===== src/rtl/i2s_tx_serializer.sv =====
// I2S transmit end of the audio chain: buffers strobed 16-bit mono samples in a
// small FIFO and streams each one as a Philips I2S frame on both channels.
module i2s_tx_serializer #(
    parameter int CLK_DIV    = 4,
    parameter int FIFO_DEPTH = 4
) (
    input  logic                        clk,
    input  logic                        rst,
    input  logic [15:0]                 sample_in,
    input  logic                        sample_valid,
    output logic                        i2s_bclk,
    output logic                        i2s_lrck,
    output logic                        i2s_sdata,
    output logic [$clog2(FIFO_DEPTH):0] fifo_level,
    output logic                        overflow,
    output logic                        underrun
);
    localparam int AW = $clog2(FIFO_DEPTH);
    localparam int LW = AW + 1;
    localparam int DW = $clog2(CLK_DIV);
    localparam logic [DW-1:0] DIV_LAST  = DW'(CLK_DIV - 1);
    localparam logic [LW-1:0] LEVEL_MAX = LW'(FIFO_DEPTH);

    logic [DW-1:0] div_cnt_r;
    logic [4:0]    bit_cnt_r;
    logic [15:0]   word_r;
    logic [15:0]   mem_r [FIFO_DEPTH];
    logic [AW-1:0] wr_ptr_r;
    logic [AW-1:0] rd_ptr_r;

    logic          div_wrap_s;
    logic          fall_s;
    logic [4:0]    bit_nxt_s;
    logic [3:0]    k_s;
    logic          frame_start_s;
    logic          empty_s;
    logic          full_s;
    logic          pop_s;
    logic          push_s;
    logic          drop_s;
    logic          sdata_nxt_s;

    // Fall-event detection, FIFO push/pop decisions and next serial bit
    always_comb begin
        div_wrap_s    = (div_cnt_r == DIV_LAST);
        fall_s        = div_wrap_s & i2s_bclk;
        bit_nxt_s     = bit_cnt_r + 5'd1;
        k_s           = bit_nxt_s[3:0];
        frame_start_s = fall_s & (bit_nxt_s == 5'd0);
        empty_s       = (fifo_level == '0);
        full_s        = (fifo_level == LEVEL_MAX);
        pop_s         = frame_start_s & ~empty_s;
        push_s        = sample_valid & (~full_s | pop_s);
        drop_s        = sample_valid & full_s & ~pop_s;
        sdata_nxt_s   = 1'b0;
        // Slot 0 of each half-frame carries the LSB of the word current before any pop
        if (k_s == 4'd0) begin
            sdata_nxt_s = word_r[0];
        end else begin
            sdata_nxt_s = word_r[4'd0 - k_s];
        end
    end

    // Clock divider, serial frame state, FIFO pointers/occupancy and status pulses
    always_ff @(posedge clk or posedge rst) begin
        if (rst) begin
            div_cnt_r  <= '0;
            bit_cnt_r  <= 5'd31;
            word_r     <= 16'h0000;
            wr_ptr_r   <= '0;
            rd_ptr_r   <= '0;
            fifo_level <= '0;
            i2s_bclk   <= 1'b0;
            i2s_lrck   <= 1'b1;
            i2s_sdata  <= 1'b0;
            overflow   <= 1'b0;
            underrun   <= 1'b0;
        end else begin
            overflow <= drop_s;
            underrun <= frame_start_s & empty_s;
            if (div_wrap_s) begin
                div_cnt_r <= '0;
                i2s_bclk  <= ~i2s_bclk;
            end else begin
                div_cnt_r <= div_cnt_r + DW'(1);
            end
            if (fall_s) begin
                bit_cnt_r <= bit_nxt_s;
                i2s_lrck  <= bit_nxt_s[4];
                i2s_sdata <= sdata_nxt_s;
            end
            if (frame_start_s) begin
                word_r <= pop_s ? mem_r[rd_ptr_r] : 16'h0000;
            end
            if (pop_s) begin
                rd_ptr_r <= rd_ptr_r + AW'(1);
            end
            if (push_s) begin
                wr_ptr_r <= wr_ptr_r + AW'(1);
            end
            if (push_s && !pop_s) begin
                fifo_level <= fifo_level + LW'(1);
            end else if (pop_s && !push_s) begin
                fifo_level <= fifo_level - LW'(1);
            end
        end
    end

    // Sample storage; contents are meaningless outside the occupied window
    always_ff @(posedge clk) begin
        if (push_s) begin
            mem_r[wr_ptr_r] <= sample_in;
        end
    end
endmodule


===== config.mk =====
export PLATFORM = sky130hd
export DESIGN_NAME = i2s_tx_serializer
export DESIGN_NICKNAME = d
export VERILOG_FILES = /design/src/rtl/i2s_tx_serializer.sv
export SDC_FILE = /design/constraint.sdc
export NUM_CORES = 1
export LEC_CHECK = 0
export CORE_ASPECT_RATIO = 1.1
export CORE_MARGIN = 2
export CORE_UTILIZATION = 51
export DETAILED_ROUTE_END_ITERATION = 7
export PLACE_DENSITY = 0.75
export RECOVER_POWER = 50
export SLEW_MARGIN = 20
export SYNTH_ARGS = -nofsm -noshare
export SYNTH_HDL_FRONTEND = slang
export SYNTH_SLANG_ARGS = --single-unit

===== constraint.sdc =====
create_clock -name clk -period 4.9 [get_ports clk]
set_clock_uncertainty 0.1 [all_clocks]
set_input_delay 0.49 -clock clk [delete_from_list [all_inputs] [get_ports clk]]
set_output_delay 0.49 -clock clk [all_outputs]
set_load 0.05 [all_outputs]

==> flow_summary_export.csv, run 1 <==
group,metric,value,unit
run_status,outcome,"finished, violations left",
run_status,failing_checks,"max-capacitance violations, max-slew violations",
sta,layout_setup_ws,1.15,ns
worst_setup_path,cp_cell_sequence,"ha_1, and2_1, a21oi_1, o22a_1, or3b_1, a31oi_4, ha_1, inv_1, fa_1, xor2_1, nor2_1, xor2_1",
drt,dr_total_vias,1947,
die,die_width,88.8,um
die,design.portCount,27,
finish,post-route-cell-area,4600,um^2
drt,wl,6.06,mm
placement,placedInstanceArea,4380,um^2
die,initial_core_util,51.8,%
finish,num_antenna_cells,0,
sta,setup_tns,0,ns
global_routing,grt_remaining_overflow,0,
finish,fin_util,59.1,%
cts,cts_buffer_depth,2,
die,core,7780,um^2
hold_path,worstHoldPathType,"flip-flop to flip-flop",
worst_setup_path,crit_path_end_kind,"flip-flop",
cts,cts-htree-levels,3,
run,cap_viol_max_count,1,
synth,mappedNetlistArea,4030,um^2
die,fp.dieArea,8640,um^2
worst_setup_path,critical_path_required,5.09,ns
drt,post-route-drc-count,0,
drt,detailedRoute.firstPassIterationCount,4,
sta,final_number_of_max_transition_violations,35,
sta,timing.fmax,0.267,GHz
pwr,pwr_density_cell,424,nW/um^2
drt,via_per_inst,5.33,
global_routing,number_of_global_route_vias_before_repair,2071,
drt,final_antenna_net_count,0,
cts,clk_root_buffer_cell,"sky130_fd_sc_hd__clkbuf_8",
worst_setup_path,biggest_fanout_along_the_worst_timing_path,19,
synth,synthArstFlopShare,34.7,%
sta,hold_violations,0,
cts,post_cts_buffers,0,
sta,tightestPinTransition,1.73,ns
synth,ys_seq_area_share,68.9,%
cts,cts_tree,"done",
pwr,max-vdd-ir-drop,207,uV
placement,place_hpwl,4.06,mm
synth,net_count_synth,252,
cts,clock_insertion_delay_worst_skew,0.36,ns
die,row_count,34,
placement,port_buffers,26,
worst_setup_path,cpPeakStageDelay,0.68,ns
global_routing,first_pass_grt_wire_length,10.4,mm
finish,final_common_cell,"sky130_fd_sc_hd__edfxtp_1",
global_routing,grt_max_degree,35,
synth,ys_seq_elements,98,
cts,post_cts.resized_instances,0,
drt,detail_route.iter0.violations,107,
synth,synth.area.top_cells,"sky130_fd_sc_hd__edfxtp_1, sky130_fd_sc_hd__dfrtp_1, sky130_fd_sc_hd__mux4_2",
finish,syn2layout_area_growth,14.1,%
synth,yosysTopAreaCellShare,47.6,%
cts,cts_hold_repair.buffers,0,
worst_setup_path,critPathSlowestCell,"sky130_fd_sc_hd__or3b_1",
worst_setup_path,worst_path_dominant_cell_family,"simple AND/OR/NAND/NOR gates",
pwr,p_leak,1.65,nW
synth,synth_enable_flop_cells,64,
placement,pre_cts_slack,1.14,ns
global_routing,groute.usage.overall,16.1,%
synth,synthesis.instances,224,
worst_setup_path,worst-path-buf-inv,1,
sta,maxSlewHeadroom,-15.2,%
finish,drive_gt1_share,18.7,%
sta,setup_viol,0,
pwr,total_power,1.95,mW
worst_setup_path,crit_arrival,3.94,ns
sta,unrepaired_setup_endpoints_after_global_routing,"no",
synth,synth_warnings,0,
synth,synth_area_per_cell,18.0,um^2
synth,ys.flop_type,"sky130_fd_sc_hd__edfxtp_1",
synth,synth.largest_area_cell,"sky130_fd_sc_hd__edfxtp_1",
sta,layout_worst_path_cycle_share,76.5,%
synth,synth.lib_cells_used.distinct,40,
finish,layout.filler_cells,590,
placement,place_congestion,0.827,
finish,final_cell_mix,"sky130_fd_sc_hd__edfxtp_1, sky130_fd_sc_hd__dfrtp_1, sky130_fd_sc_hd__mux4_2",
cts,tritoncts.num_buffers,9,
cts,clock-sinks,98,
finish,finish.net_count,280,
drt,routed_wire_length_per_instance,16.6,um
worst_setup_path,critical_path_class,"flip-flop to flip-flop",
global_routing,grt_antenna_before_repair,0,
die,fp.dieH,97.3,um
worst_setup_path,critPathLaunchType,"flip-flop",
cts,clk_transition_reported_paths,0.10,ns
sta,fin_crit,3.75,ns
==> cell usage after synthesis, types with 2 or more instances <==
cell	count
sky130_fd_sc_hd__buf_6	2
sky130_fd_sc_hd__mux2i_1	3
sky130_fd_sc_hd__buf_2	2
sky130_fd_sc_hd__dfrtp_1	29
sky130_fd_sc_hd__nand2_1	10
sky130_fd_sc_hd__o21a_1	2
sky130_fd_sc_hd__and2_1	6
sky130_fd_sc_hd__clkbuf_1	5
sky130_fd_sc_hd__nand3_1	2
sky130_fd_sc_hd__a22o_1	16
sky130_fd_sc_hd__nor2_1	5
sky130_fd_sc_hd__inv_1	7
sky130_fd_sc_hd__xnor2_1	8
sky130_fd_sc_hd__xor2_1	6
sky130_fd_sc_hd__dfstp_2	5
sky130_fd_sc_hd__mux4_2	20
sky130_fd_sc_hd__ha_1	8
sky130_fd_sc_hd__edfxtp_1	64
sky130_fd_sc_hd__nand2b_1	3
==> cells by family after synthesis <==
group                      synth area share [%]
DFF                                        68.9
xor gates and xnor gates                   3.04
adders and majority gates                  2.98
AOI/OAI and AO/OA                          5.46
and+or+nand+nor                            4.87
muxes                                      12.6
buffers and inverters                      2.20
==> power by group <==
group / total, mW / internal, mW / switching, mW
sequential: 1.08 / 1.03 / 0.0546
clock: 0.574 / 0.292 / 0.281
combinational: 0.296 / 0.114 / 0.182
total: 1.95 / 1.43 / 0.518
==> metrics by stage <==
step	cells	hold WS, ns
final	365	0.337
after global routing	365	0.374
after detailed placement	349	0.324
after floorplan	224	0.303
after global placement	349	0.316
after CTS	365	0.340
==> flip-flops by register name, summed over array words and instances, names as in the netlist <==
name / cells
overflow: 1
i2s_lrck: 1
bit_cnt_r: 4
mem_r: 64
word_r: 16
rd_ptr_r: 2
i2s_bclk: 1
i2s_sdata: 1
underrun: 1
div_cnt_r: 2
wr_ptr_r: 2
fifo_level: 3
==> final cells by class <==
type                    count  area (um^2)  share of cell area [%]
inverters                   7         26.3                   0.571
clock buffers               9          124                    2.69
repair buffers             28          272                    5.90
multi-input cells         108         1170                    25.3
well taps                 108          135                    2.94
flip-flops and latches     98         2780                    60.4
clock inverters             7         98.8                    2.15
==> routing by layer <==
layer  GRT usage (%)  part of all wire (%)  up-vias  routed length, um
met5               0                     0        -                  0
met4            6.99                   1.9        0                116
met3            3.65                   2.5        9                154
met2            25.2                    50       28               3030
met1            21.7                    46      987               2760
li1                -                     -      923                  -
==> worst paths after layout <==
kind                              start             to  slack (ns)  cells after the start
max                        bit_cnt_r[0]  fifo_level[2]        1.15                     12
min                        div_cnt_r[0]   div_cnt_r[0]        0.34                      1
max reg2reg                bit_cnt_r[0]  fifo_level[2]        1.15                     12
min reg2reg                div_cnt_r[0]   div_cnt_r[0]        0.34                      1
max in group asynchronous           rst    rd_ptr_r[0]        2.50                      3
min in group asynchronous           rst       i2s_bclk        1.07                      3
(Power assumes the default switching activity.)
==> run 2: changes to the inputs <==
==> constraint.sdc (replaced) <==
create_clock -name clk -period 3.8 [get_ports clk]
set_clock_uncertainty 0.1 [all_clocks]
set_input_delay 0.38 -clock clk [delete_from_list [all_inputs] [get_ports clk]]
set_output_delay 0.38 -clock clk [all_outputs]
set_load 0.05 [all_outputs]
==> run 2 against run 1 <==
Against the previous run: design area is 0.16% higher; first-iteration DRC count is 18% lower; total power is 24% higher; register-to-register slack worse by 0.76 ns; the run now ends clean; sequential share of layout area is 0.098 points lower; core utilization is 0.096 points higher; critical path depth stayed put; hold slack worse by 0.0032 ns; global-route usage is 0.10 points higher.
==> flow_summary_export.csv, run 2 (same netlist as run 1, synthesis figures left out) <==
group,metric,value,unit
global_routing,grt_antenna_before_repair,0,
drt,detail_route.iter0.violations,88,
cts,post_cts_buffers,0,
cts,cts_hold_repair.buffers,0,
drt,routed_wire_length_per_instance,16.6,um
sta,layout_worst_path_cycle_share,89.6,%
finish,drive_gt1_share,20.5,%
cts,clk_transition_reported_paths,0.10,ns
finish,final_cell_mix,"sky130_fd_sc_hd__edfxtp_1, sky130_fd_sc_hd__dfrtp_1, sky130_fd_sc_hd__mux4_2",
worst_setup_path,crit_arrival,3.60,ns
cts,cts_tree,"done",
sta,setup_tns,0,ns
global_routing,number_of_global_route_vias_before_repair,2079,
cts,cts-htree-levels,3,
cts,post_cts.resized_instances,0,
finish,largest_reg_flops,64,
cts,tritoncts.num_buffers,9,
placement,place_congestion,0.804,
worst_setup_path,setup.worst_path.start,"bit_cnt_r[0]",
die,initial_core_util,51.8,%
sta,unrepaired_setup_endpoints_after_global_routing,"no",
cts,clock_insertion_delay_worst_skew,0.36,ns
die,fp.dieH,97.3,um
drt,detailedRoute.firstPassIterationCount,4,
finish,largestRegisters,"mem_r (64), word_r (16), bit_cnt_r (4)",
pwr,max-vdd-ir-drop,207,uV
global_routing,groute.usage.overall,16.2,%
worst_setup_path,biggest_fanout_along_the_worst_timing_path,11,
placement,port_buffers,26,
worst_setup_path,crit_path_end_kind,"flip-flop",
worst_setup_path,timing.rr.end,"fifo_level[2]",
hold_path,worstHoldPathType,"flip-flop to flip-flop",
run,cap_viol_max_count,0,
cts,clock-sinks,98,
sta,setup_viol,0,
die,core,7780,um^2
sta,hold_violations,0,
die,die_width,88.8,um
cts,cts_buffer_depth,2,
pwr,p_leak,1.67,nW
sta,timing.fmax,0.294,GHz
run_status,outcome,"finished clean",
finish,registers.top_by_ff_count,"mem_r",
placement,place_hpwl,4.15,mm
worst_setup_path,critical_path_required,3.99,ns
pwr,total_power,2.42,mW
worst_setup_path,critPathCapture,"fifo_level[2]",
die,row_count,34,
global_routing,grt_max_degree,32,
sta,fin_crit,3.41,ns
worst_setup_path,setup.reg_to_reg.worst_slack,0.39,ns
finish,num_antenna_cells,0,
finish,syn2layout_area_growth,14.3,%
die,fp.dieArea,8640,um^2
sta,final_number_of_max_transition_violations,0,
drt,wl,6.16,mm
finish,final_common_cell,"sky130_fd_sc_hd__edfxtp_1",
finish,finish.net_count,286,
worst_setup_path,critical_path_class,"flip-flop to flip-flop",
sta,tightestPinTransition,1.12,ns
drt,dr_total_vias,1976,
global_routing,first_pass_grt_wire_length,10.4,mm
pwr,pwr_density_cell,524,nW/um^2
drt,via_per_inst,5.33,
worst_setup_path,worst_r2r_startpoint,"bit_cnt_r[0]",
cts,clk_root_buffer_cell,"sky130_fd_sc_hd__clkbuf_8",
worst_setup_path,worstRegToRegCells,12,
drt,post-route-drc-count,0,
die,design.portCount,27,
sta,maxSlewHeadroom,25.5,%
global_routing,grt_remaining_overflow,0,
drt,final_antenna_net_count,0,
worst_setup_path,critPathLaunchType,"flip-flop",
## run 2: cell count changes in the layout (fill, tap and decap cells not counted), sizes merged
cell and change:
buf +6, bufinv -2, clkbuf +1, clkinv +1
## run 2: area by class of cell
class | count | area, um^2
clock buffer | 10 | 128
clock inverter | 6 | 57.6
fill | 582 | 3180
inverter | 7 | 26.3
multi-input combinational | 108 | 1170
sequential | 98 | 2780
tap | 108 | 135
timing repair buffer | 34 | 317
## run 2: worst min path at each step
| stage | from | end | slack [ns] | depth (start not counted) |
|---|---|---|---|---|
| 4_1_cts | rst | fifo_level[2] | 0.32 | 2 |
| 3_3_place_gp | div_cnt_r[0] | div_cnt_r[0] | 0.31 | 1 |
| 5_1_grt | div_cnt_r[0] | div_cnt_r[0] | 0.35 | 1 |
| 3_5_place_dp | div_cnt_r[0] | div_cnt_r[0] | 0.32 | 1 |
| 6_report | div_cnt_r[0] | div_cnt_r[0] | 0.33 | 1 |
| 2_1_floorplan | div_cnt_r[0] | div_cnt_r[0] | 0.30 | 1 |
## run 2: where the power goes
group,total (mW),internal (mW),switching [mW]
clock,0.624,0.253,0.371
sequential,1.39,1.32,0.0688
combinational,0.404,0.161,0.242
## run 2: routing by layer
layer  GRT usage (%)  share of wire, %
met1            21.2                44
met2            26.5                51
met3            3.14               2.5
met4            6.64               1.6
met5               0                 0
## run 2: through the flow
step                worst slack (ns)  std cells  utilization (%)  hold WS, ns  area [um^2]
floorplan                      0.557        224                -        0.303         4030
global placement               0.503        355             56.9        0.314         4430
detailed placement             0.385        355             56.9        0.323         4430
CTS                            0.381        371             59.2        0.317         4610
global route                   0.137        371             59.2        0.348         4610
finish                         0.395        371             59.2        0.334         4610
## run 2: worst max-delay path, cell delays in order, from the launching register on
cell and delay (ns):
sky130_fd_sc_hd__dfstp_2 0.67, sky130_fd_sc_hd__ha_1 0.32, sky130_fd_sc_hd__and2_1 0.17, sky130_fd_sc_hd__a21oi_1 0.06
sky130_fd_sc_hd__o22a_1 0.22, sky130_fd_sc_hd__or3b_1 0.44, sky130_fd_sc_hd__a31oi_4 0.30, sky130_fd_sc_hd__ha_1 0.23
sky130_fd_sc_hd__inv_1 0.06, sky130_fd_sc_hd__fa_1 0.37, sky130_fd_sc_hd__xor2_1 0.15, sky130_fd_sc_hd__nor2_1 0.11
sky130_fd_sc_hd__xor2_1 0.15
==> run 3: changes to the inputs <==
--- a/config.mk
+++ b/config.mk
@@ -6,10 +6,10 @@
 export NUM_CORES = 1
 export LEC_CHECK = 0
 export CORE_ASPECT_RATIO = 1.1
-export CORE_MARGIN = 2
+export CORE_MARGIN = 5
 export CORE_UTILIZATION = 51
 export DETAILED_ROUTE_END_ITERATION = 7
-export PLACE_DENSITY = 0.75
+export PLACE_DENSITY = 0.78
 export RECOVER_POWER = 50
 export SLEW_MARGIN = 20
 export SYNTH_ARGS = -nofsm -noshare
==> constraint.sdc (replaced) <==
create_clock -name clk -period 3.1 [get_ports clk]
set_clock_uncertainty 0.1 [all_clocks]
set_input_delay 0.31 -clock clk [delete_from_list [all_inputs] [get_ports clk]]
set_output_delay 0.31 -clock clk [all_outputs]
set_load 0.05 [all_outputs]
==> run 3 against run 2 <==
Against the previous run: the run now ends with max-capacitance violations, max-slew violations left; flip-flop and latch count is the same; clock-buffer cell count shrank 1; fmax grew 14%; design area grew 1.8%; sequential power grew 22%; final cell count grew 1.6%.
==> flow_summary_export.csv, run 3 (same netlist as run 1, synthesis figures left out) <==
group,metric,value,unit
run_status,outcome,"finished, violations left",
run_status,failing_checks,"max-capacitance violations, max-slew violations",
run,cap_viol_max_count,1,
die,initial_core_util,51.5,%
worst_setup_path,setup.worst_path.start,"bit_cnt_r[1]",
die,design.portCount,27,
sta,setup_viol,0,
finish,final_common_cell,"sky130_fd_sc_hd__edfxtp_1",
sta,final_number_of_max_transition_violations,35,
sta,fin_crit,2.99,ns
placement,place_congestion,0.788,
drt,routed_wire_length_per_instance,16.9,um
finish,syn2layout_area_growth,16.3,%
die,core,7830,um^2
hold_path,worstHoldPathType,"flip-flop to flip-flop",
sta,hold_slack,0.330,ns
finish,largest_reg_flops,64,
sta,maxSlewHeadroom,-23.7,%
global_routing,grt_max_degree,35,
drt,via_per_inst,5.37,
cts,cts_buffer_depth,2,
finish,final_cell_mix,"sky130_fd_sc_hd__edfxtp_1, sky130_fd_sc_hd__dfrtp_1, sky130_fd_sc_hd__mux4_2",
drt,final_antenna_net_count,0,
worst_setup_path,crit_path_end_kind,"flip-flop",
finish,fin_util,60.0,%
cts,clk_root_buffer_cell,"sky130_fd_sc_hd__clkbuf_8",
sta,tightestPinTransition,1.86,ns
cts,tritoncts.num_buffers,9,
finish,registers.top_by_ff_count,"mem_r",
cts,cts-htree-levels,3,
cts,cts_tree,"done",
drt,wl,6.37,mm
global_routing,grt_remaining_overflow,0,
sta,timing.fmax,0.334,GHz
drt,detail_route.iter0.violations,113,
pwr,pwr_density_cell,633,nW/um^2
cts,clock_insertion_delay_worst_skew,0.36,ns
hold_path,worst_hold_startpoint,"div_cnt_r[0]",
sta,setup_tns,0,ns
placement,port_buffers,26,
die,fp.dieH,103,um
global_routing,groute.usage.overall,14.8,%
worst_setup_path,worst_r2r_startpoint,"bit_cnt_r[1]",
global_routing,number_of_global_route_vias_before_repair,2190,
pwr,max-vdd-ir-drop,408,uV
die,die_width,94.8,um
worst_setup_path,crit_arrival,3.18,ns
drt,post-route-drc-count,0,
finish,finish.net_count,293,
finish,largestRegisters,"mem_r (64), word_r (16), bit_cnt_r (4)",
worst_setup_path,critical_path_class,"flip-flop to flip-flop",
die,row_count,34,
global_routing,first_pass_grt_wire_length,10.8,mm
placement,number_of_placed_instances_with_taps_included,358,
worst_setup_path,biggest_fanout_along_the_worst_timing_path,5,
pwr,p_leak,1.70,nW
finish,num_antenna_cells,0,
global_routing,grt_antenna_before_repair,0,
sta,layout_worst_path_cycle_share,96.6,%
die,fp.dieArea,9790,um^2
worst_setup_path,critical_path_required,3.29,ns
cts,clock-sinks,98,
finish,final_cells,377,
worst_setup_path,critPathLaunchType,"flip-flop",
drt,dr_total_vias,2024,
drt,detailedRoute.firstPassIterationCount,4,
placement,place_hpwl,4.09,mm
finish,drive_gt1_share,24.2,%
cts,clk_transition_reported_paths,0.10,ns
sta,hold_violations,0,
==> run 3: layer usage <==
metal | part of all wire (%) | wire length (um) | GRT usage (%)
met1 | 46 | 2920 | 19.2
met2 | 50 | 3160 | 24.5
met3 | 3.0 | 193 | 3.62
met4 | 1.7 | 106 | 5.33
met5 | 0 | 0 | 0
==> run 3: area by class of cell <==
class	instances	area, um^2
clock buffer	9	124
clock inverter	6	51.3
fill	593	3130
inverter	7	26.3
multi-input combinational	108	1210
sequential	98	2780
tap	108	135
timing repair buffer	41	369
==> run 3: worst paths after layout <==
| path | endpoint | slack, ns | cells after the start |
|---|---|---|---|
| max | fifo_level[2] | 0.11 | 12 |
| min | div_cnt_r[0] | 0.33 | 1 |
| max reg2reg | fifo_level[2] | 0.11 | 12 |
| min reg2reg | div_cnt_r[0] | 0.33 | 1 |
| max in group asynchronous | i2s_bclk | 0.75 | 3 |
| min in group asynchronous | fifo_level[0] | 0.95 | 3 |
==> run 3: power breakdown <==
group | leakage, nW | switching [mW] | internal [mW] | total (mW)
registers | 1.03 | 0.0870 | 1.62 | 1.70
clock network | 0.0855 | 0.450 | 0.300 | 0.750
logic | 0.590 | 0.305 | 0.210 | 0.516
total | 1.70 | 0.842 | 2.13 | 2.97
==> run 3: metrics by stage <==
step	power [mW]	worst slack (ns)	instance area, um^2
floorplan	2.04	0.00335	4060
global placement	2.23	0.177	4470
detailed placement	2.26	0.0681	4470
CTS	2.99	0.0407	4650
global route	3.11	-0.00856	4690
finish	2.97	0.107	4690
==> run 3: worst max-delay path, stage by stage, from the launching register on <==
cell and delay [ns]:
sky130_fd_sc_hd__dfstp_2 0.57, sky130_fd_sc_hd__ha_4 0.16, sky130_fd_sc_hd__and2_1 0.13, sky130_fd_sc_hd__a21oi_1 0.06, sky130_fd_sc_hd__o22a_1 0.24, sky130_fd_sc_hd__or3b_4 0.43, sky130_fd_sc_hd__a31oi_4 0.23, sky130_fd_sc_hd__ha_4 0.16
sky130_fd_sc_hd__inv_1 0.05, sky130_fd_sc_hd__fa_1 0.37, sky130_fd_sc_hd__xor2_1 0.15, sky130_fd_sc_hd__nor2_1 0.13, sky130_fd_sc_hd__xor2_1 0.14
==> run 3: what timing repair did <==
| action | in CTS | in global routing |
|---|---|---|
| setup endpoints to repair | 0 | 1 |
| hold buffers | 0 | 0 |
| setup buffers | 0 | 4 |
| resized for setup | 0 | 3 |
